$ cat src/rtl/nanomips_pkg.sv
// rtl/nanomips_pkg.sv - shared nanoMIPS datapath widths, ALU control codes and operand types
package nanomips_pkg;

   localparam int DATA_W   = 32;
   localparam int ADDR_W   = 5;
   localparam int IMM_W    = 16;
   localparam int NUM_REGS = 1 << ADDR_W;

   localparam logic [3:0] ALU_AND = 4'b0000;
   localparam logic [3:0] ALU_OR  = 4'b0001;
   localparam logic [3:0] ALU_ADD = 4'b0010;
   localparam logic [3:0] ALU_SUB = 4'b0110;
   localparam logic [3:0] ALU_SLT = 4'b0111;

   typedef logic [DATA_W-1:0] word_t;
   typedef logic [ADDR_W-1:0] reg_addr_t;
   typedef logic [IMM_W-1:0]  imm_t;

   typedef struct packed {
      word_t      a;
      word_t      b;
      logic [3:0] aluctr;
      reg_addr_t  rd;
      logic       regwrite;
   } slot_t;

   function automatic word_t extend_imm(input imm_t imm, input logic signext);
      return signext ? {{(DATA_W-IMM_W){imm[IMM_W-1]}}, imm}
                     : {{(DATA_W-IMM_W){1'b0}}, imm};
   endfunction

endpackage

$ cat src/rtl/alu_operand_stage_if.sv
// rtl/alu_operand_stage_if.sv - issue-side and ALU-side handshake bundle of the operand stage
interface alu_operand_stage_if;
   import nanomips_pkg::*;

   logic       in_valid;
   logic       in_ready;
   reg_addr_t  in_rs;
   reg_addr_t  in_rt;
   imm_t       in_imm;
   logic       in_alusrc;
   logic       in_signext;
   logic [3:0] in_aluctr;
   reg_addr_t  in_rd;
   logic       in_regwrite;

   logic       out_valid;
   logic       out_ready;
   word_t      out_a;
   word_t      out_b;
   logic [3:0] out_aluctr;
   reg_addr_t  out_rd;
   logic       out_regwrite;

   modport master (
      output in_valid, in_rs, in_rt, in_imm, in_alusrc, in_signext,
             in_aluctr, in_rd, in_regwrite, out_ready,
      input  in_ready, out_valid, out_a, out_b, out_aluctr, out_rd, out_regwrite
   );

   modport slave (
      input  in_valid, in_rs, in_rt, in_imm, in_alusrc, in_signext,
             in_aluctr, in_rd, in_regwrite, out_ready,
      output in_ready, out_valid, out_a, out_b, out_aluctr, out_rd, out_regwrite
   );

endinterface

$ cat src/rtl/alu_regfile.sv
// rtl/alu_regfile.sv - 32x32 GPR file: two async read ports, debug read, one sync write, $0 hardwired
module alu_regfile
   import nanomips_pkg::*;
(
   input  logic      clk,
   input  logic      rst,
   input  reg_addr_t ra_addr,
   output word_t     ra_data,
   input  reg_addr_t rb_addr,
   output word_t     rb_data,
   input  reg_addr_t dbg_addr,
   output word_t     dbg_data,
   input  logic      we,
   input  reg_addr_t wa,
   input  word_t     wd
);

   word_t mem_q [NUM_REGS];
   word_t mem_d [NUM_REGS];

   always_comb begin
      mem_d = mem_q;
      if (we && wa != '0) begin
         mem_d[wa] = wd;
      end
      mem_d[0] = '0;
   end

   always_ff @(posedge clk or posedge rst) begin
      if (rst) begin
         for (int i = 0; i < NUM_REGS; i++) begin
            mem_q[i] <= '0;
         end
      end else begin
         mem_q <= mem_d;
      end
   end

   // Reads return the pre-edge contents; a same-cycle write is not visible here.
   assign ra_data  = (ra_addr  == '0) ? '0 : mem_q[ra_addr];
   assign rb_data  = (rb_addr  == '0) ? '0 : mem_q[rb_addr];
   assign dbg_data = (dbg_addr == '0) ? '0 : mem_q[dbg_addr];

endmodule

$ cat src/rtl/alu_operand_stage.sv
// rtl/alu_operand_stage.sv - operand issue stage: GPR read, B select, busy scoreboard, output slot
// OPSTAGE_WB_BYPASS_EN forwards same-cycle writeback data into the operands and releases the stall.
module alu_operand_stage
   import nanomips_pkg::*;
(
   input  logic                clk,
   input  logic                rst,
   alu_operand_stage_if.slave  io,
   input  logic                wb_en,
   input  reg_addr_t           wb_addr,
   input  word_t               wb_data,
   input  reg_addr_t           dbg_addr,
   output word_t               dbg_data
);

   logic [NUM_REGS-1:0] busy_q, busy_d;
   slot_t               slot_q, slot_d;
   logic                valid_q, valid_d;

   word_t rf_a, rf_b;
   word_t opnd_a, opnd_b;
   logic  busy_rs, busy_rt, hazard, in_ready_c, fire;

   alu_regfile u_regfile (
      .clk      (clk),
      .rst      (rst),
      .ra_addr  (io.in_rs),
      .ra_data  (rf_a),
      .rb_addr  (io.in_rt),
      .rb_data  (rf_b),
      .dbg_addr (dbg_addr),
      .dbg_data (dbg_data),
      .we       (wb_en),
      .wa       (wb_addr),
      .wd       (wb_data)
   );

   always_comb begin
      opnd_a  = rf_a;
      opnd_b  = rf_b;
      busy_rs = busy_q[io.in_rs];
      busy_rt = busy_q[io.in_rt];
`ifdef OPSTAGE_WB_BYPASS_EN
      // A source that is also this instruction's destination stays stalled so it re-reads cleanly.
      if (wb_en && wb_addr == io.in_rs && io.in_rs != '0) begin
         opnd_a = wb_data;
         if (!(io.in_regwrite && io.in_rd == io.in_rs)) begin
            busy_rs = 1'b0;
         end
      end
      if (wb_en && wb_addr == io.in_rt && io.in_rt != '0) begin
         opnd_b = wb_data;
         if (!(io.in_regwrite && io.in_rd == io.in_rt)) begin
            busy_rt = 1'b0;
         end
      end
`endif
      hazard     = busy_rs | (!io.in_alusrc & busy_rt);
      in_ready_c = (!valid_q | io.out_ready) & !hazard;
      fire       = io.in_valid & in_ready_c;
   end

   // Set after clear: a new producer issued alongside a writeback to the same reg stays outstanding.
   always_comb begin
      busy_d = busy_q;
      if (wb_en) begin
         busy_d[wb_addr] = 1'b0;
      end
      if (fire && io.in_regwrite && io.in_rd != '0) begin
         busy_d[io.in_rd] = 1'b1;
      end
      busy_d[0] = 1'b0;
   end

   always_comb begin
      valid_d = valid_q;
      slot_d  = slot_q;
      if (fire) begin
         valid_d         = 1'b1;
         slot_d.a        = opnd_a;
         slot_d.b        = io.in_alusrc ? extend_imm(io.in_imm, io.in_signext) : opnd_b;
         slot_d.aluctr   = io.in_aluctr;
         slot_d.rd       = io.in_rd;
         slot_d.regwrite = io.in_regwrite;
      end else if (io.out_ready) begin
         valid_d = 1'b0;
      end
   end

   always_ff @(posedge clk or posedge rst) begin
      if (rst) begin
         busy_q  <= '0;
         slot_q  <= '0;
         valid_q <= 1'b0;
      end else begin
         busy_q  <= busy_d;
         slot_q  <= slot_d;
         valid_q <= valid_d;
      end
   end

   assign io.in_ready     = in_ready_c;
   assign io.out_valid    = valid_q;
   assign io.out_a        = slot_q.a;
   assign io.out_b        = slot_q.b;
   assign io.out_aluctr   = slot_q.aluctr;
   assign io.out_rd       = slot_q.rd;
   assign io.out_regwrite = slot_q.regwrite;

endmodule
$ cat src/flat_wrapper.sv
// flat-port wrapper written by rule: the top's interface ports become plain ports
module alu_operand_stage_flat import nanomips_pkg::*;
  (clk, rst, wb_en, wb_addr, wb_data, dbg_addr, dbg_data, io_in_valid, io_in_rs, io_in_rt, io_in_imm, io_in_alusrc, io_in_signext, io_in_aluctr, io_in_rd, io_in_regwrite, io_out_ready, io_in_ready, io_out_valid, io_out_a, io_out_b, io_out_aluctr, io_out_rd, io_out_regwrite);
  alu_operand_stage_if io_i ();
  input  logic clk;
  input  logic rst;
  input  logic wb_en;
  input  reg_addr_t wb_addr;
  input  word_t wb_data;
  input  reg_addr_t dbg_addr;
  output word_t dbg_data;
  input wire logic [$bits(io_i.in_valid)-1:0] io_in_valid;
  input wire logic [$bits(io_i.in_rs)-1:0] io_in_rs;
  input wire logic [$bits(io_i.in_rt)-1:0] io_in_rt;
  input wire logic [$bits(io_i.in_imm)-1:0] io_in_imm;
  input wire logic [$bits(io_i.in_alusrc)-1:0] io_in_alusrc;
  input wire logic [$bits(io_i.in_signext)-1:0] io_in_signext;
  input wire logic [$bits(io_i.in_aluctr)-1:0] io_in_aluctr;
  input wire logic [$bits(io_i.in_rd)-1:0] io_in_rd;
  input wire logic [$bits(io_i.in_regwrite)-1:0] io_in_regwrite;
  input wire logic [$bits(io_i.out_ready)-1:0] io_out_ready;
  output wire logic [$bits(io_i.in_ready)-1:0] io_in_ready;
  output wire logic [$bits(io_i.out_valid)-1:0] io_out_valid;
  output wire logic [$bits(io_i.out_a)-1:0] io_out_a;
  output wire logic [$bits(io_i.out_b)-1:0] io_out_b;
  output wire logic [$bits(io_i.out_aluctr)-1:0] io_out_aluctr;
  output wire logic [$bits(io_i.out_rd)-1:0] io_out_rd;
  output wire logic [$bits(io_i.out_regwrite)-1:0] io_out_regwrite;
  assign io_i.in_valid = io_in_valid;
  assign io_i.in_rs = io_in_rs;
  assign io_i.in_rt = io_in_rt;
  assign io_i.in_imm = io_in_imm;
  assign io_i.in_alusrc = io_in_alusrc;
  assign io_i.in_signext = io_in_signext;
  assign io_i.in_aluctr = io_in_aluctr;
  assign io_i.in_rd = io_in_rd;
  assign io_i.in_regwrite = io_in_regwrite;
  assign io_i.out_ready = io_out_ready;
  assign io_in_ready = io_i.in_ready;
  assign io_out_valid = io_i.out_valid;
  assign io_out_a = io_i.out_a;
  assign io_out_b = io_i.out_b;
  assign io_out_aluctr = io_i.out_aluctr;
  assign io_out_rd = io_i.out_rd;
  assign io_out_regwrite = io_i.out_regwrite;
  alu_operand_stage u_core (.clk(clk), .rst(rst), .io(io_i), .wb_en(wb_en), .wb_addr(wb_addr), .wb_data(wb_data), .dbg_addr(dbg_addr), .dbg_data(dbg_data));
endmodule
$ cat config.mk
export PLATFORM = sky130hd
export DESIGN_NAME = alu_operand_stage_flat
export DESIGN_NICKNAME = d
export VERILOG_FILES = /design/src/rtl/nanomips_pkg.sv /design/src/rtl/alu_operand_stage_if.sv /design/src/rtl/alu_regfile.sv /design/src/rtl/alu_operand_stage.sv /design/src/flat_wrapper.sv
export SDC_FILE = /design/constraint.sdc
export NUM_CORES = 2
export LEC_CHECK = 0
export CAP_MARGIN = 15
export CORE_MARGIN = 1
export CORE_UTILIZATION = 55
export CTS_BUF_LIST = sky130_fd_sc_hd__clkbuf_8
export DETAILED_ROUTE_END_ITERATION = 10
export PLACE_DENSITY = 0.68
export SLEW_MARGIN = 20
export SYNTH_ARGS = -nofsm -noshare
export SYNTH_HDL_FRONTEND = slang
export SYNTH_SLANG_ARGS = --single-unit
$ cat constraint.sdc
create_clock -name clk -period 120.7 [get_ports clk]
set_input_delay 24.14 -clock clk [delete_from_list [all_inputs] [get_ports clk]]
set_output_delay 24.14 -clock clk [all_outputs]
set_load 0.01 [all_outputs]
# Word level (Yosys, flattened, before mapping)
# Index checks and enable logic that the tools add are counted.
dict set report totals {
  regBits 1098
  input_bits 85
  out_inout_bits 108
  elab_cells 105
}
dict set report classes {
  order_cmp 11
  mux 29
  bitwise 12
  n_reduce_logical 15
}
# cell count
set ops {}
lappend ops {{bitwise mux 1024 bit} 1}
lappend ops {{binary-select mux 32 bit (select 5 bit)} 3}
lappend ops {{two-way mux 32 bit} 14}
lappend ops {{demux 32 bit (select 5 bit)} 1}
lappend ops {{AND 32 bit} 1}
lappend ops {{NOT 32 bit} 1}
lappend ops {{OR 32 bit} 1}
lappend ops {{greater-or-equal comparator 6 bit, second input constant} 4}
lappend ops {{less-than comparator 5 x 6 -> 1 bit, second input constant} 4}
lappend ops {{NOT 5 -> 6 bit} 4}
lappend ops {{zero test 5 bit} 3}
lappend ops {{binary-select mux 1 bit (select 5 bit)} 2}
lappend ops {{demux 1 bit (select 5 bit)} 2}
lappend ops {{greater-or-equal comparator 5 x 1 -> 1 bit, second input constant} 2}
lappend ops {{nonzero test 5 bit} 2}
lappend ops {{logical AND 1 bit} 6}
lappend ops {{less-than comparator 6 x 1 -> 1 bit, second input constant} 1}
lappend ops {{two-way mux 1 bit} 6}
lappend ops {{AND 1 bit} 3}
lappend ops {{zero test 1 bit} 3}
lappend ops {{OR 1 bit} 2}
lappend ops {{nonzero test 2 bit} 1}

# Depth between registers and ports, before layout
dict set report logic_depth {
  word_depth 10
  mapped_depth 11
  ltp_nobuf 7
}

# Cells and area by module
# A second synthesis with hierarchy kept.
dict set report unflattened {
  cells_unflattened 4587
  area_unflattened_um2 65829.4
}
# mod n_inst cells_per_inst area_each_um2
set modules_own_cells {}
lappend modules_own_cells {alu_regfile 1 4172 60630.6}
lappend modules_own_cells {alu_operand_stage 1 415 5198.7}

# Least setup slack after synthesis
# OpenSTA, ideal clock, no wires.
dict set report synth_timing {
  path_type {input to output}
  from {in dbg_addr[0]}
  to {out dbg_data[0]}
  arrival_ps 26363
  required_ps 96560
  path_slack_ps 70197
  path_stages 6
  n_path_buf 3
  cell_sequence {buf_2 clkbuf_1 buf_1 mux4_2 mux4_2 mux2_2}
}
dict set report synth_between {
  elab_chain_cells 5
  elab_cells_between_ends 6
  classes_between {4 x mux; 1 x bitwise; 1 x reduce/logical}
}
# element line_no
set synth_lines {}
lappend synth_lines {{start, declared} flat_wrapper.sv:10} ;# input reg_addr_t dbg_addr;
lappend synth_lines {{NOT 5 -> 6 bit (implied by the code)} alu_regfile.sv:42} ;# assign dbg_data = (dbg_addr == '0) ? '0 : mem_q[dbg_addr];
lappend synth_lines {{binary-select mux 32 bit (select 5 bit)} alu_regfile.sv:42}
lappend synth_lines {{two-way mux 32 bit (implied by the code) (2 in a row)} alu_regfile.sv:42}
lappend synth_lines {{two-way mux 32 bit (*)} alu_regfile.sv:42}
lappend synth_lines {{end, declared} flat_wrapper.sv:11} ;# output word_t dbg_data;
# Every way passes the cells marked *; elsewhere a longest branch is shown, timed or not. The select of a mux whose other input is x is not followed.

# Worst setup path in the final report
dict set report layout_timing {
  from {in io_in_rt[1]}
  to {out io_in_ready}
}
dict set report layout_between {
  elab_chain_cells 6
}
# element line_no
set layout_lines {}
lappend layout_lines {{start, declared} flat_wrapper.sv:14} ;# input wire logic [$bits(io_i.in_rt)-1:0] io_in_rt;
lappend layout_lines {{binary-select mux 1 bit (select 5 bit)} alu_operand_stage.sv:42} ;# busy_rt = busy_q[io.in_rt];
lappend layout_lines {{two-way mux 1 bit (implied by the code)} alu_operand_stage.sv:42}
lappend layout_lines {{AND 1 bit} alu_operand_stage.sv:58} ;# hazard = busy_rs | (!io.in_alusrc & busy_rt);
lappend layout_lines {{OR 1 bit} alu_operand_stage.sv:58}
lappend layout_lines {{zero test 1 bit} alu_operand_stage.sv:59} ;# in_ready_c = (!valid_q | io.out_ready) & !hazard;
lappend layout_lines {{AND 1 bit} alu_operand_stage.sv:59}
lappend layout_lines {{end, declared} flat_wrapper.sv:22} ;# output wire logic [$bits(io_i.in_ready)-1:0] io_in_ready;
# No other way between the ends. The select of a mux whose other input is x is not followed.

==> impl_results.md <==
- Area of the multi-input gates: 0.03609 mm^2
- Area share of the largest cell type after synthesis: 0.4201
- Crit path max fanout: 65
- Arrival time at the worst endpoint: 28.10 ns
- Syn avg cell area: 15.55 um^2
- Internal Pwr Total: 0.8387 mW
- RSZ-0062 raised after global routing: false
- Synth warn: 0
- Combinational power share: 0.258
- RD Place Congestion: 0.8378
- Largest net degree at the start of global routing: 117
- Residual DRC: 0
- Core Util, Final: 0.6132
- Syn Inst Count: 4,207
- Initial Util: 0.5547
- Power Dens Cells: 16.33 mW/mm^2
- Syn Nets: 4,292
- Fillers: 8,848
- Static Leak: 30.32 nW
- Top cells by area, synth: dfrtp_1 (42%), mux4_2 (28%), mux2_2 (20%)
- Floorplan row count: 126
- Nets: 4,295
- Max-cap violations: 0
- H-tree levels: 4
- Die Wd: 346.9 um
- Critical path class: in2out
- Latest clock arrival within the worst-skew pair: 0.89 ns
- Hold buffers post-CTS: 0
- CP Cell Sequence: buf_8 > buf_4 > mux4_2 > o211ai_1 > and4_1 > nand3_1 > inv_1 > clkdlybuf4s50_1
- Min cycle time layout: 52.24 ns
- Synth-to-Final Area Change: 10.55%
- Total congestion overflow: 0
- IO Port Bufs: 192
- Status: complete, no violations
- Setup TNS: 0 ns
- Clock Power Share: 0.308
- CP endpoint kind: output port
- Die H: 346.9 um
- ANT nets after route: 0
- Fin. max-slew vios: 0
- Peak VDD IR: 0.01202 mV
- Dpl hpwl: 112,100 um
- Worst path bufs/invs: 4
- Clock transition at path regs: 0.06 ns
- Clock Sink Count: 1,098
- Worst Max-Slew Pin Slew: 1.178 ns
- CP max stage delay: 0.88 ns
- Clock Skew: 0.03173 ns
- Sw Ratio: 0.2897
- CTS resizes: 0
- Area leader, netlist: dfrtp_1
- Period utilization: 0.4328
- Initial antenna violation count: 6
- Area of all sequential standard cells: 0.02748 mm^2
- Switch Pwr: 0.3421 mW
- Worst Setup Start Kind: input port
- CTS tree: built
- Fin. Hold Viols: 0
- CP delay by family, top: buffers and inverters
- Flops & latches, synth: 1,098
- Bufs on Longest Clock Path: 3
- CTS Buf Count: 190
- Netlist cell types: 44
- Drt total wl: 211,000 um
- First-pass GRT wire length: 308,900 um
- # setup viols final: 0
- Vias in the first global route: 43,610
- Drt pass-1 iters: 5
- Routed len/inst: 35.76 um
- Hold crit path type: reg2reg
- Post-Syn Area: 0.06541 mm^2
- Overall routing resource usage: 0.3561
- Routed via count: 43,290
- Total setup buffers inserted after CTS: 0
- Vias per cell: 7.337
- Seq pwr share: 0.434
- Sequential share of the synthesized area: 0.4201
- Core ar.: 0.1179 mm^2
- Layout cells sized above 1: 0.5529
- Crit path required time: 96.56 ns
- Initial DRC Count: 5,205
- Die area: 0.1203 mm^2
- CP max stage cell: buf_4
- Highest Clock Rate: 19.14 MHz
- # IOs: 193
- Rel. slew slack: 0.2124
- Clk root buf: clkbuf_8
==> Yosys cell counts <==
| cell type | number |
|---|---|
| a2111oi_0 | 5 |
| a211oi_1 | 30 |
| a21oi_1 | 15 |
| a221o_1 | 30 |
| a221oi_1 | 17 |
| a22o_1 | 37 |
| a22oi_1 | 5 |
| a31o_2 | 1 |
| a32o_1 | 7 |
| a32oi_1 | 1 |
| and2_1 | 2 |
| and3_1 | 1 |
| and3b_1 | 2 |
| and4_1 | 2 |
| buf_1 | 72 |
| buf_2 | 82 |
| buf_4 | 22 |
| buf_6 | 11 |
| buf_8 | 1 |
| clkbuf_1 | 278 |
| dfrtp_1 | 1098 |
| inv_1 | 28 |
| inv_2 | 1 |
| mux2_1 | 11 |
| mux2_2 | 1137 |
| mux2i_1 | 131 |
| mux4_2 | 827 |
| nand2_1 | 124 |
| nand2b_1 | 7 |
| nand3_1 | 32 |
| nand3b_1 | 4 |
| nand4_1 | 1 |
| nor2_1 | 56 |
| nor2b_1 | 11 |
| nor3_1 | 6 |
| nor3b_1 | 7 |
| o2111ai_1 | 2 |
| o211ai_1 | 3 |
| o21ai_0 | 92 |
| o31ai_1 | 2 |
| o41ai_1 | 2 |
| o41ai_2 | 1 |
| or2_2 | 2 |
| or3b_2 | 1 |
==> cell usage in the layout, fill, tap and decap left out, types with 5 or more instances in the layout <==
| cell | count |
|---|---|
| clkdlybuf4s50_1 | 175 |
| inv_1 | 74 |
| clkinv_2 | 26 |
| a32o_1 | 7 |
| nor2_1 | 40 |
| mux2_1 | 11 |
| a21oi_1 | 14 |
| nor2_4 | 16 |
| mux4_2 | 827 |
| a22oi_1 | 5 |
| buf_8 | 6 |
| a221oi_1 | 17 |
| o21ai_0 | 92 |
| nand2b_1 | 6 |
| bufinv_16 | 8 |
| buf_4 | 86 |
| clkbuf_8 | 254 |
| nand2_4 | 12 |
| a2111oi_0 | 5 |
| nor3_1 | 6 |
| mux2_2 | 1137 |
| a221o_1 | 30 |
| dfrtp_1 | 1098 |
| mux2i_1 | 131 |
| clkinvlp_4 | 5 |
| nand3_1 | 32 |
| a211oi_1 | 30 |
| nand2_1 | 109 |
| nor2b_1 | 8 |
| a22o_1 | 37 |
==> final cells by class <==
type / count / area share
Clock inverter: 89 / 0.008340
Clock buffer: 254 / 0.04834
Sequential cell: 1098 / 0.3800
Inverter: 29 / 0.001748
Timing Repair Buffer: 277 / 0.03585
Tap cell: 1536 / 0.02658
Antenna cell: 3 / 0.0001038
Multi-Input combinational cell: 2614 / 0.4991
==> stage by stage <==
step / std cells / hold slack [ns] / cell area, um^2 / setup slack [ns] / power, mW
after floorplan: 4207 / 0.4604 / 65410 / 65.65 / 0.7230
after global routing: 5899 / 0.5108 / 72310 / 68.38 / 1.229
after global placement: 5554 / 0.4672 / 68200 / 68.57 / 0.8098
after detailed placement: 5554 / 0.4755 / 68200 / 68.56 / 0.8185
final: 5900 / 0.4958 / 72310 / 68.46 / 1.181
after CTS: 5897 / 0.4957 / 72300 / 68.55 / 1.183
==> registers in the layout, summed over array words and instances, names as in the netlist <==
register / cells
u_core.io.out_rd: 5
u_core.io.out_valid: 1
u_core.u_regfile.mem_q: 992
u_core.io.out_b: 32
u_core.io.out_a: 32
u_core.busy_q: 31
u_core.io.out_regwrite: 1
u_core.io.out_aluctr: 4
==> worst paths after layout <==
check,to,cells after the start,slack [ns],from
setup reg to reg,u_core.io.out_a[12],7,117.09,u_core.busy_q[2]
min in group asynchronous,u_core.u_regfile.mem_q[151],2,23.81,rst
max in group asynchronous,u_core.u_regfile.mem_q[932],7,92.27,rst
hold reg to reg,u_core.io.out_b[20],1,0.50,u_core.io.out_b[20]
setup / recovery,io_in_ready,8,68.46,io_in_rt[1]
hold / removal,u_core.io.out_b[20],1,0.50,u_core.io.out_b[20]
==> power by group through the flow <==
stage               registers [mW]  logic [mW]  clock network (mW)
floorplan                    0.499       0.224                   0
finish                       0.512       0.304               0.364
detailed placement           0.515       0.303                   0
CTS                          0.509       0.304               0.370
global placement             0.511       0.298                   0
global route                 0.523       0.322               0.385
==> logic make-up after synthesis <==
family,Yosys count,synth area share
AOI/OAI and AO/OA,250,0.02739
buffers and inverters,495,0.03267
DFF,1098,0.4201
muxes,2106,0.5024
and+or+nand+nor,258,0.01746
==> metal layers <==
layer,up-vias,share of wire,GRT usage,wire (um)
met5,-,0.00011,0,23
met4,4,0.042,0.1422,8815
met3,527,0.10,0.08138,21630
li1,16810,-,-,-
met2,2604,0.47,0.5474,98320
met1,23340,0.39,0.4948,82170
Note: power is estimated with default switching activity, not from simulation.
